## config.mk

```make
export PLATFORM = sky130hd
export DESIGN_NAME = mem_arbiter
export DESIGN_NICKNAME = d
export VERILOG_FILES = /design/src/rtl/mem_arb_pkg.sv /design/src/rtl/mem_arbiter_rr_arb2.sv /design/src/rtl/mem_arbiter.sv
export SDC_FILE = /design/constraint.sdc
export NUM_CORES = 1
export LEC_CHECK = 0
export CORE_MARGIN = 2
export CORE_UTILIZATION = 38
export DETAILED_ROUTE_END_ITERATION = 6
export PLACE_DENSITY = 0.81
export SETUP_SLACK_MARGIN = 0.2
export SYNTH_ARGS = -nofsm -noshare
export SYNTH_HDL_FRONTEND = slang
export SYNTH_SLANG_ARGS = --single-unit
```

## constraint.sdc

```tcl
create_clock -name clk -period 2.5 [get_ports clk]
set_clock_uncertainty 0.05 [all_clocks]
set_input_delay 0.5 -clock clk [delete_from_list [all_inputs] [get_ports clk]]
set_output_delay 0.5 -clock clk [all_outputs]
set_load 0.02 [all_outputs]
```

## src/rtl/mem_arb_pkg.sv

```systemverilog
// Shared types and defaults for the two-port memory burst arbiter.
package mem_arb_pkg;

    // Default number of beats per burst (power of two, >= 2).
    localparam int BURST_LEN_DEF = 4;

    // Transaction sequencer states.
    typedef enum logic [1:0] {
        IDLE,
        CMD,
        DATA,
        DONE
    } state_e;

    // Which cache port owns the memory controller.
    typedef enum logic {
        GNT_P1,
        GNT_P2
    } grant_e;

endpackage

```

## src/rtl/mem_arbiter_rr_arb2.sv

```systemverilog
// Two-input round-robin arbiter. The grant is a pure function of the
// requests and of the last port served; last_grant only moves when a
// transaction completes, so a tie always goes to the port that waited.
module rr_arb2
    import mem_arb_pkg::*;
(
    input  logic clk,
    input  logic rst_n,
    input  logic req_p1,
    input  logic req_p2,
    input  logic done,
    input  logic done_p2,
    output logic any_req,
    output logic gnt_p2
);

    grant_e last_grant;

    // Choose the port to grant; a tie goes to the port not served last.
    always_comb begin
        // NOTE: every output of a combinational block gets a default first so no latch is inferred.
        any_req = req_p1 | req_p2;
        gnt_p2  = 1'b0;
        if (req_p1 && req_p2) begin
            gnt_p2 = (last_grant == GNT_P1);
        end else begin
            gnt_p2 = req_p2;
        end
    end

    // Remember which port finished last; reset favours p2 on the first tie.
    always_ff @(posedge clk or negedge rst_n) begin
        if (!rst_n) begin
            last_grant <= GNT_P1;
        end else if (done) begin
            // NOTE: sequential state uses non-blocking assignments so all flops update together.
            last_grant <= done_p2 ? GNT_P2 : GNT_P1;
        end
    end

endmodule

```

## src/rtl/mem_arbiter.sv

```systemverilog
// Burst arbiter sharing one SDRAM controller port between the program
// cache (p1, read-only) and the data cache (p2, read/write). One whole
// burst is granted at a time and each transaction ends with a done pulse.
module mem_arbiter
    import mem_arb_pkg::*;
#(
    parameter int ADDR_W    = 24,
    parameter int DATA_W    = 16,
    parameter int BURST_LEN = BURST_LEN_DEF
) (
    input  logic              clk,
    input  logic              rst_n,
    input  logic              p1_req,
    input  logic [ADDR_W-1:0] p1_addr,
    output logic [DATA_W-1:0] p1_rdata,
    output logic              p1_rvalid,
    output logic              p1_done,
    input  logic              p2_req,
    input  logic              p2_we,
    input  logic [ADDR_W-1:0] p2_addr,
    input  logic [DATA_W-1:0] p2_wdata,
    output logic              p2_wnext,
    output logic [DATA_W-1:0] p2_rdata,
    output logic              p2_rvalid,
    output logic              p2_done,
    output logic              mem_cmd_valid,
    input  logic              mem_cmd_ready,
    output logic              mem_we,
    output logic [ADDR_W-1:0] mem_addr,
    input  logic              mem_rvalid,
    input  logic [DATA_W-1:0] mem_rdata,
    input  logic              mem_wready,
    output logic [DATA_W-1:0] mem_wdata
);

    localparam int              CNT_W     = $clog2(BURST_LEN);
    localparam logic [CNT_W-1:0] LAST_BEAT = CNT_W'(BURST_LEN - 1);
    localparam logic [ADDR_W-1:0] ALIGN_MASK = ~ADDR_W'(BURST_LEN - 1);

    state_e            state;
    state_e            state_nxt;
    logic [CNT_W-1:0]  cnt;
    grant_e            gnt_q;
    logic [ADDR_W-1:0] addr_q;
    logic              we_q;
    logic              arb_any;
    logic              arb_p2;
    logic              beat;
    logic              rd_beat;
    logic              start;
    logic [ADDR_W-1:0] req_addr;

    rr_arb2 u_rr_arb2 (
        .clk     (clk),
        .rst_n   (rst_n),
        .req_p1  (p1_req),
        .req_p2  (p2_req),
        .done    (state == DONE),
        .done_p2 (gnt_q == GNT_P2),
        .any_req (arb_any),
        .gnt_p2  (arb_p2)
    );

    // Beat qualification: memory handshakes only count while in DATA.
    always_comb begin
        start    = (state == IDLE) && arb_any;
        beat     = (state == DATA) && (we_q ? mem_wready : mem_rvalid);
        rd_beat  = beat && !we_q;
        req_addr = arb_p2 ? p2_addr : p1_addr;
    end

    // FSM state register.
    always_ff @(posedge clk or negedge rst_n) begin
        if (!rst_n) begin
            state <= IDLE;
        end else begin
            state <= state_nxt;
        end
    end

    // Next-state logic and decoded handshake outputs.
    always_comb begin
        state_nxt     = state;
        mem_cmd_valid = 1'b0;
        p1_done       = 1'b0;
        p2_done       = 1'b0;
        p2_wnext      = 1'b0;
        mem_wdata     = '0;
        case (state)
            IDLE: begin
                if (arb_any) state_nxt = CMD;
            end
            CMD: begin
                mem_cmd_valid = 1'b1;
                if (mem_cmd_ready) state_nxt = DATA;
            end
            DATA: begin
                if (we_q) begin
                    mem_wdata = p2_wdata;
                    p2_wnext  = mem_wready;
                end
                if (beat && (cnt == LAST_BEAT)) state_nxt = DONE;
            end
            DONE: begin
                p1_done   = (gnt_q == GNT_P1);
                p2_done   = (gnt_q == GNT_P2);
                state_nxt = IDLE;
            end
            default: state_nxt = IDLE;
        endcase
    end

    // Latch the winning request and count beats of the current burst.
    always_ff @(posedge clk or negedge rst_n) begin
        if (!rst_n) begin
            gnt_q  <= GNT_P1;
            addr_q <= '0;
            we_q   <= 1'b0;
            cnt    <= '0;
        end else begin
            if (start) begin
                gnt_q  <= arb_p2 ? GNT_P2 : GNT_P1;
                addr_q <= req_addr & ALIGN_MASK;
                we_q   <= arb_p2 && p2_we;
            end
            if ((state == CMD) && mem_cmd_ready) begin
                cnt <= '0;
            end else if (beat) begin
                // Burst length is a power of two, so the last beat wraps to 0.
                cnt <= cnt + 1'b1;
            end
        end
    end

    // Register read beats into the granted port only.
    always_ff @(posedge clk or negedge rst_n) begin
        if (!rst_n) begin
            p1_rvalid <= 1'b0;
            p2_rvalid <= 1'b0;
            p1_rdata  <= '0;
            p2_rdata  <= '0;
        end else begin
            p1_rvalid <= rd_beat && (gnt_q == GNT_P1);
            p2_rvalid <= rd_beat && (gnt_q == GNT_P2);
            if (rd_beat && (gnt_q == GNT_P1)) p1_rdata <= mem_rdata;
            if (rd_beat && (gnt_q == GNT_P2)) p2_rdata <= mem_rdata;
        end
    end

    assign mem_addr = addr_q;
    assign mem_we   = we_q;

endmodule

```

==> summary.txt <==
Status
  – Status: finished, final reports clean

Placement
  – Final Wtd Congestion: 0.7181
  – Input/output buffers: 160
  – DP HPWL: 5495 um
  – Dpl ws: 0.08929 ns
  – Placed Instances: 477

Power and ir drop
  – Lkg Pwr: 2.230 nW
  – Power Density: 1181 nW/um^2
  – Max VDD drop: 0.5074 mV

Synthesis
  – Mapped Area: 2870 um^2
  – Ranking of synthesized cells by area: dfrtp_1 (55%), mux2_2 (13%), mux2i_1 (8.0%), o21ai_0 (3.8%), nand2_1 (3.1%)
  – Synth Flop Type: dfrtp_1
  – Top-area cell type share of the netlist area: 0.5493
  – YS warnings: 0
  – Register area share after synthesis: 0.5493
  – Syn Area/Cell: 12.64 um^2
  – Post-synthesis register bit count: 63
  – Number of synthesized flops with an enable pin: 0
  – Instance count of the mapped netlist: 227
  – Post-synth cell types: 31
  – Async SR Flop Fraction: 1.000
  – Area leader, netlist: dfrtp_1

Drt
  – DRT Wirelength: 7125 um
  – Antenna Nets Post-Route: 0
  – Starting DRC count in detailed routing: 39
  – Vias: 2287
  – Vias per std cell: 4.639
  – TritonRoute pass-1 iters: 4
  – Drt wl/cell: 14.45 um
  – Residual DRC: 0

STA
  – Final setup margin: 0.2559 ns
  – Worst slew margin: 0.5964
  – Endpoints failing setup: 0
  – Final setup TNS: 0 ns
  – Final hold vios: 0
  – Min cycle time layout: 2.244 ns
  – Final hold slack: 0.1296 ns
  – Fmax: 0.4456 GHz
  – Worst-Margin Slew: 0.6054 ns
  – RSZ-0062 raised after global routing: true
  – Max Transition Viols Final: 0
  – Final period utilization: 0.8976

GRT
  – Total global-route track usage: 0.1803
  – Total grt overflow: 0
  – First-pass GRT wire length: 11920 um
  – Initial antenna violation count: 0
  – Vias in the first global route: 2436
  – Largest net degree at the start of global routing: 46

Cells and area
  – Commonest non-fill, non-tap cell in the layout: clkdlybuf4s50_1
  – Fillers: 610
  – Area grow syn2layout: 66.61%
  – Share of layout cells above drive strength 1: 0.1853
  – Ant diodes: 0
  – Most frequent cells in the layout: clkdlybuf4s50_1 (139), dfrtp_1 (62), mux2_2 (32), nand2_1 (24), mux2i_1 (23)
  – Post-Layout Cell Count: 493
  – Nets: 484

Floorplanning
  – Die Area: 8265 um^2
  – Starting Density: 0.3936
  – Rows: 31
  – Chip Width: 90.91 um
  – Vert. Die Dim: 90.91 um
  – Ports: 167
  – Core area: 7292 um^2

Setup path
  – Crit path largest cell delay: 0.42 ns
  – Worst-path fanout max: 18
  – Critical path's slowest cell: dfrtp_1
  – Req. time, crit path: 1.95 ns
  – RR Endpoint: p1_rdata[5]
  – Critical path class: register to primary output
  – CP endpoint kind: primary output
  – R2R setup slack: 0.41 ns
  – Worst r2r path cells: 8
  – Reg2reg start: state[0]
  – Crit-path cells: inv_1 > ha_4 > and3_2 > dlygate4sd2_1
  – Startpoint Class: register
  – Crit path DAT: 1.69 ns

Clocking
  – CTS clk-pin slew, worst paths: 0.07 ns
  – TritonCTS clock tree: done
  – Worst-skew pair later-pin latency: 0.32 ns
  – Clock root buffer: clkbuf_8
  – Max clock buf depth: 2
  – CTS buffer count: 9
  – Clock Sinks: 63
  – H-Tree Depth: 3

Flow run
  – Max-cap violations: 0

Hold path
  – Worst hold path type: input pin to asynchronous set/reset pin
final cells by class:
cell class / count / area [um^2] / area share
clock buffer: 11 / 141.4 / 0.02957
tap: 99 / 123.9 / 0.02590
sequential: 63 / 1578 / 0.3299
inverter: 4 / 15.01 / 0.003140
multi-input combinational: 146 / 1202 / 0.2514
clock inverter: 4 / 70.07 / 0.01465
timing repair buffer: 166 / 1652 / 0.3454
flip-flops by register name, summed over array words and instances, names as in the netlist:
signal	cells
u_rr_arb2.last_grant	1
state	2
gnt_q	1
p1_rvalid	1
cnt	2
p1_rdata	16
p2_rdata	16
mem_addr	22
mem_we	1
p2_rvalid	1
worst max-delay path by stage:
stage | from | end
after CTS | state[1] | p1_done
after detailed placement | state[0] | mem_wdata[7]
after global routing | state[0] | mem_wdata[9]
after global placement | state[0] | mem_wdata[9]
final | state[0] | mem_wdata[9]
after floorplan | state[0] | mem_wdata[0]
synthesized netlist by cell type, types with 3 or more instances:
cell      count
and3_2        8
nand2_1      24
o21ai_0      22
clkbuf_1      5
dfrtp_1      63
buf_6         5
buf_4         3
and3_1        9
inv_1         4
ha_1          6
mux2_2       32
mux2i_1      23
kinds of logic after synthesis:
kind of cell | count (synthesis) | share of synthesized area
AO/OA/AOI/OAI | 31 | 0.06277
XOR/XNOR | 1 | 0.003052
adder cells (fa/ha/maj) | 6 | 0.02615
buffers and inverters | 19 | 0.04272
flip-flops | 63 | 0.5493
multiplexers | 58 | 0.2201
other | 1 | 0.001307
AND/OR/NAND/NOR | 48 | 0.09460
routing by layer:
metal | GRT usage | share of wire | up-vias | routed length (um)
met4 | 0.05303 | 0.012 | 0 | 89
li1 | - | - | 1111 | -
met5 | 0 | 0 | - | 0
met1 | 0.2152 | 0.41 | 1073 | 2911
met2 | 0.3172 | 0.51 | 95 | 3634
met3 | 0.05008 | 0.069 | 8 | 489
power breakdown:
part,internal (W),leakage (nW),switching (W)
Clock,0.000580,0.109,0.000369
Sequential,0.00152,0.770,0.000315
Combinational,0.00148,1.35,0.00139
critical path: cells and delay by family, from the launching register on:
family	cells	cell delay (ns)
buffers and inverters	2	0.51
AND/OR/NAND/NOR	1	0.19
flip-flops	1	0.42
adder cells (fa/ha/maj)	1	0.26
through the flow:
step / instance area (um^2) / power (W) / utilization
6_report: 4782 / 0.005649 / 0.6558
5_1_grt: 4782 / 0.005994 / 0.6558
4_1_cts: 4767 / 0.005693 / 0.6537
3_5_place_dp: 4564 / 0.004740 / 0.6259
3_3_place_gp: 4564 / 0.004630 / 0.6259
2_1_floorplan: 2874 / 0.003349 / -
what timing repair did:
item	in CTS	in global routing
setup endpoints to repair	19	8
gates resized for setup	21	4
buffers inserted	0	1
hold buffers	0	0
(Power assumes the default switching activity.)
